File: src/rtl/display_multiplexado.sv
// Time-multiplexed driver for N common-anode 7-segment digits.
// Optional blink support is enabled by defining DISPLAY_PISCA_EN.
module display_multiplexado #(
   parameter int N_DIGITOS   = 4,
   parameter int DIV_REFRESH = 50000,
   parameter int DIV_PISCA   = 64
) (
   input  logic                   clock,
   input  logic                   reset,
   input  logic                   liga,
   input  logic [4*N_DIGITOS-1:0] digitos,
   input  logic [N_DIGITOS-1:0]   pontos,
   input  logic [N_DIGITOS-1:0]   apagado,
   input  logic [N_DIGITOS-1:0]   pisca,
   output logic [6:0]             segmentos,
   output logic                   dp,
   output logic [N_DIGITOS-1:0]   anodos,
   output logic                   fim_quadro
);

   localparam int CW = $clog2(DIV_REFRESH);
   localparam int IW = (N_DIGITOS > 1) ? $clog2(N_DIGITOS) : 1;
   localparam logic [CW-1:0] ULT_PRE = CW'(DIV_REFRESH - 1);
   localparam logic [IW-1:0] ULT_DIG = IW'(N_DIGITOS - 1);

   logic [CW-1:0]          cnt_pre;
   logic [IW-1:0]          indice;
   logic [4*N_DIGITOS-1:0] snap_dig;
   logic [N_DIGITOS-1:0]   snap_pt;
   logic [N_DIGITOS-1:0]   snap_apag;

   logic                   tick;
   logic                   wrap;
   logic                   oculto;
   logic [6:0]             nx_seg;
   logic                   nx_dp;
   logic [N_DIGITOS-1:0]   nx_an;

   function automatic logic [6:0] decode(input logic [3:0] h);
      logic [6:0] s;
      unique case (h)
         4'h0: s = 7'h40;
         4'h1: s = 7'h79;
         4'h2: s = 7'h24;
         4'h3: s = 7'h30;
         4'h4: s = 7'h19;
         4'h5: s = 7'h12;
         4'h6: s = 7'h02;
         4'h7: s = 7'h78;
         4'h8: s = 7'h00;
         4'h9: s = 7'h10;
         4'hA: s = 7'h08;
         4'hB: s = 7'h03;
         4'hC: s = 7'h46;
         4'hD: s = 7'h21;
         4'hE: s = 7'h06;
         4'hF: s = 7'h0E;
      endcase
      return s;
   endfunction

   assign tick = liga && (cnt_pre == ULT_PRE);
   assign wrap = tick && (indice == ULT_DIG);

`ifdef DISPLAY_PISCA_EN
   localparam int QW = (DIV_PISCA > 1) ? $clog2(DIV_PISCA) : 1;
   localparam logic [QW-1:0] ULT_Q = QW'(DIV_PISCA - 1);

   logic [QW-1:0]        cnt_quadro;
   logic                 fase;
   logic [N_DIGITOS-1:0] snap_pisca;

   // Phase flips on the frame boundary, together with the snapshot.
   always_ff @(posedge clock) begin
      if (reset) begin
         cnt_quadro <= '0;
         fase       <= 1'b0;
         snap_pisca <= '0;
      end else if (wrap) begin
         snap_pisca <= pisca;
         if (cnt_quadro == ULT_Q) begin
            cnt_quadro <= '0;
            fase       <= ~fase;
         end else begin
            cnt_quadro <= cnt_quadro + 1'b1;
         end
      end
   end

   assign oculto = fase & snap_pisca[indice];
`else
   logic unused_pisca;
   assign unused_pisca = ^pisca;
   assign oculto = 1'b0;
`endif

   always_ff @(posedge clock) begin
      if (reset) begin
         cnt_pre <= '0;
         indice  <= '0;
      end else if (!liga) begin
         cnt_pre <= '0;
         indice  <= '0;
      end else if (tick) begin
         cnt_pre <= '0;
         indice  <= wrap ? '0 : indice + 1'b1;
      end else begin
         cnt_pre <= cnt_pre + 1'b1;
      end
   end

   always_ff @(posedge clock) begin
      if (reset) begin
         snap_dig  <= '0;
         snap_pt   <= '0;
         snap_apag <= '1;
      end else if (wrap) begin
         snap_dig  <= digitos;
         snap_pt   <= pontos;
         snap_apag <= apagado;
      end
   end

   // The tick cycle is forced dark so the old digit never ghosts into the next.
   always_comb begin
      nx_seg = 7'h7F;
      nx_dp  = 1'b1;
      nx_an  = '1;
      if (liga && !tick) begin
         nx_an[indice] = 1'b0;
         if (!(snap_apag[indice] || oculto)) begin
            nx_seg = decode(snap_dig[4*indice +: 4]);
            nx_dp  = ~snap_pt[indice];
         end
      end
   end

   always_ff @(posedge clock) begin
      if (reset) begin
         segmentos  <= 7'h7F;
         dp         <= 1'b1;
         anodos     <= '1;
         fim_quadro <= 1'b0;
      end else begin
         segmentos  <= nx_seg;
         dp         <= nx_dp;
         anodos     <= nx_an;
         fim_quadro <= wrap;
      end
   end

endmodule

File: config.mk
export PLATFORM = sky130hd
export DESIGN_NAME = display_multiplexado
export DESIGN_NICKNAME = d
export VERILOG_FILES = /design/src/rtl/display_multiplexado.sv
export SDC_FILE = /design/constraint.sdc
export NUM_CORES = 1
export LEC_CHECK = 0
export CORE_MARGIN = 5
export CORE_UTILIZATION = 39
export DETAILED_ROUTE_END_ITERATION = 8
export SETUP_SLACK_MARGIN = 0.1
export SYNTH_ARGS = -nofsm -noshare
export SYNTH_HDL_FRONTEND = slang
export SYNTH_SLANG_ARGS = --single-unit
File: constraint.sdc
create_clock -name clock -period 2.4 [get_ports clock]
set_clock_uncertainty 0.05 [all_clocks]
set_input_delay 0.48 -clock clock [delete_from_list [all_inputs] [get_ports clock]]
set_output_delay 0.48 -clock clock [all_outputs]
set_load 0.005 [all_outputs]
==> impl_metrics.yaml <==
status:
  status: "finished clean"
cts:
  cts_root_buffer: "clkbuf_8"
  cts_setup_buffers: 0
  hold_buffers: 0
  clockBufferDepth: 2
  clk_pin_slew_ps: 100
  cts_sinks: 55
  clk_latency_ps: 310
  cts_inserted_buffers: 5
  htree_levels: 2
  tritoncts: "yes"
worst_hold_path:
  hp-class: "reg -> reg"
sta:
  maxSlewHeadroom_pct: 62.7
  finalSetupTns_ps: 0
  timing.final.crit_share_pct: 93.0
  max_slew.worst_pin.slew_ps: 558
  report.final.slew_viol_count: 0
  final-hold-violation-count: 0
  max_freq_ghz: 0.448
  whs_ps: 400
  setup_violations: 0
  rsz0062_at_grt: "yes"
  layout_min_cycle_time_ps: 2230
global_routing:
  gr-total-overflow: 0
  grt_usage_pct: 14.0
  grt_max_degree: 27
  grt_pass1_wl_mm: 9.69
  antenna_found_initial: 0
  grt_pass1_vias: 2055
route:
  wl_per_cell_um: 13.9
  ant_nets: 0
  first_pass_iters: 4
  drt_iter0_drc: 155
  drt_wl_total_mm: 5.50
  drc_errors: 0
  vias: 2092
  drt-vias-per-instance: 5.30
synth:
  synth.yosys.seq_area_share_pct: 43.2
  avgSynthCellArea_sq_um: 9.26
  synth_nets: 317
  synthMostInstantiatedCell: "dfxtp_1"
  synth.area.top_cells: "dfxtp_1, nand3_1, ha_1, a21oi_1, o21ai_0"
  syn-cell-area_sq_mm: 0.00255
  synth_top_area_cell: "dfxtp_1"
  synth_mux_area_share_pct: 8.94
  yosys_warnings: 0
  synth-simple-area-share_pct: 19.7
  synth_commonest_cells: "dfxtp_1, nand3_1, a21oi_1"
  ys_seq_elements: 55
  ys_async_sr_fraction_pct: 0
  synth_xor_area_share_pct: 4.13
  ys_types: 38
  yosys.area.top_type_share_pct: 43.2
  synth-edff-count: 0
  synth_compound_area_share_pct: 15.1
  syn-instance-count: 275
  yosys_most_used_dff: "dfxtp_1"
  synthAdderAreaFrac_pct: 5.40
  synth_top_family_by_area: "simple AND/OR/NAND/NOR gates"
worst_setup_path:
  worstSetupPathType: "reg -> reg"
  r2r_start: "cnt_pre[4]$_SDFF_PP0_"
  cp.required_ps: 2600
  critPathCaptureType: "register"
  worst_r2r_path_depth: 4
  critical_path.endpoint: "indice[0]$_SDFFE_PP0P_"
  critPathLaunch: "cnt_pre[4]$_SDFF_PP0_"
  start_kind: "register"
  r2r_end: "indice[0]$_SDFFE_PP0P_"
  arrival_ps: 2430
  critPathMaxFanout: 24
  r2r_slack_ps: 170
final_layout:
  drive_gt1_share_pct: 10.7
  final_core_util_pct: 49.7
  layout.cells.non_filler: 395
  seq_area_sq_mm: 0.00110
  multi_input_area_sq_mm: 0.00136
  num_antenna_cells: 0
  area_growth_pct: 23.9
  nets: 359
  fill_cells: 606
job:
  drv_cap: 0
placement:
  numPortBuffers: 39
  gp_congestion: 0.748
  dpl.cell_count: 387
  hpwl_mm: 3.88
die:
  io_pins: 44
  rows: 29
  core_area_sq_mm: 0.00635
  die_x_um: 90.8
  die_y_um: 90.8
  fp.dieArea_sq_mm: 0.00825
  initial_utilization_pct: 40.1
pwr:
  p_leak_uw: 0.00105
  powerDensity_mw_per_mm2: 485
  ir_drop_mv: 0.282
## placed cells by master, fill, tap and decap left out, drive strengths merged, types with 2 or more instances in the layout
| cell | count |
|---|---|
| nor3b | 2 |
| dfxtp | 55 |
| xor2 | 4 |
| nor2 | 15 |
| mux4 | 5 |
| and3 | 8 |
| o211ai | 2 |
| nand4 | 2 |
| xnor2 | 8 |
| or2 | 2 |
| nor4 | 4 |
| or3 | 5 |
| o221ai | 2 |
| or4 | 3 |
| and2 | 2 |
| mux2 | 4 |
| nand3 | 28 |
| a211o | 4 |
| a21oi | 27 |
| a2111oi | 2 |
| nand2 | 16 |
| clkdlybuf4s50 | 39 |
| nor3 | 2 |
| mux2i | 7 |
| ha | 11 |
| clkbuf | 6 |
| o21ai | 25 |
| inv | 7 |
| buf | 11 |
## critical path: stages (launching register included)
cell and delay, ps:
dfxtp_1 350, or4_4 580, or4_4 670, or3_1 360, a21oi_1 160
## logic make-up (layout without fill, tap and decap cells)
family,after synthesis,after routing
adder cells (fa/ha/maj),11,11
XOR/XNOR,12,12
AND/OR/NAND/NOR,93,93
multiplexers,16,16
buffers and inverters,22,65
flip-flops,55,55
AO/OA/AOI/OAI,66,66
## report_power, final
group | switching [uW] | total, uW | internal (uW)
clock | 313 | 549 | 236
sequential | 1.28 | 916 | 914
combinational | 21.3 | 65.0 | 43.7
## per-stage QoR
| step | power, uW | instance area, sq um | setup WS (ps) |
|---|---|---|---|
| CTS | 1550 | 3150 | 148 |
| global placement | 1000 | 3060 | 226 |
| detailed placement | 1000 | 3060 | 212 |
| floorplan | 952 | 2550 | 238 |
| finish | 1530 | 3160 | 168 |
| global route | 1590 | 3160 | 82.2 |
## state kept, by name, summed over array words and instances (netlist names)
signal / cells
snap_pt: 4
snap_apag: 4
snap_dig: 16
segmentos: 7
indice: 2
dp: 1
cnt_pre: 16
anodos: 4
fim_quadro: 1
## repair_timing
| action | 4_1_cts | 5_1_grt |
|---|---|---|
| hold endpoints to repair | 0 | 0 |
| gates resized for setup | 0 | 1 |
| endpoints found under the setup margin | 0 | 2 |
## worst min path at each step
stage                                  startpoint                       to  slack (ps)  cells after the start
after floorplan             cnt_pre[0]$_SDFF_PP0_    cnt_pre[0]$_SDFF_PP0_         370                      1
after global routing      snap_pt[0]$_SDFFE_PP0P_  snap_pt[0]$_SDFFE_PP0P_         450                      2
after CTS                   cnt_pre[0]$_SDFF_PP0_    cnt_pre[0]$_SDFF_PP0_         400                      1
after detailed placement    cnt_pre[0]$_SDFF_PP0_    cnt_pre[0]$_SDFF_PP0_         390                      1
after global placement      cnt_pre[0]$_SDFF_PP0_    cnt_pre[0]$_SDFF_PP0_         380                      1
final                       cnt_pre[0]$_SDFF_PP0_    cnt_pre[0]$_SDFF_PP0_         400                      1
## per-layer routing
metal	global-route usage [%]	part of all wire (%)	wire [um]	vias to the layer above
met5	0	0	0	-
met4	4.40	1.5	80	0
met3	2.42	4.2	230	9
met2	21.5	43	2340	43
met1	20.1	52	2850	968
li1	-	-	-	1072
## area by class of cell
class	count	area share, %
tap	77	3.05
multi-input combinational	198	43.1
timing repair buffer	50	15.0
inverter	7	0.833
sequential	55	34.9
clock inverter	2	0.515
clock buffer	6	2.62
No activity file was read; power rests on OpenSTA's default activity.
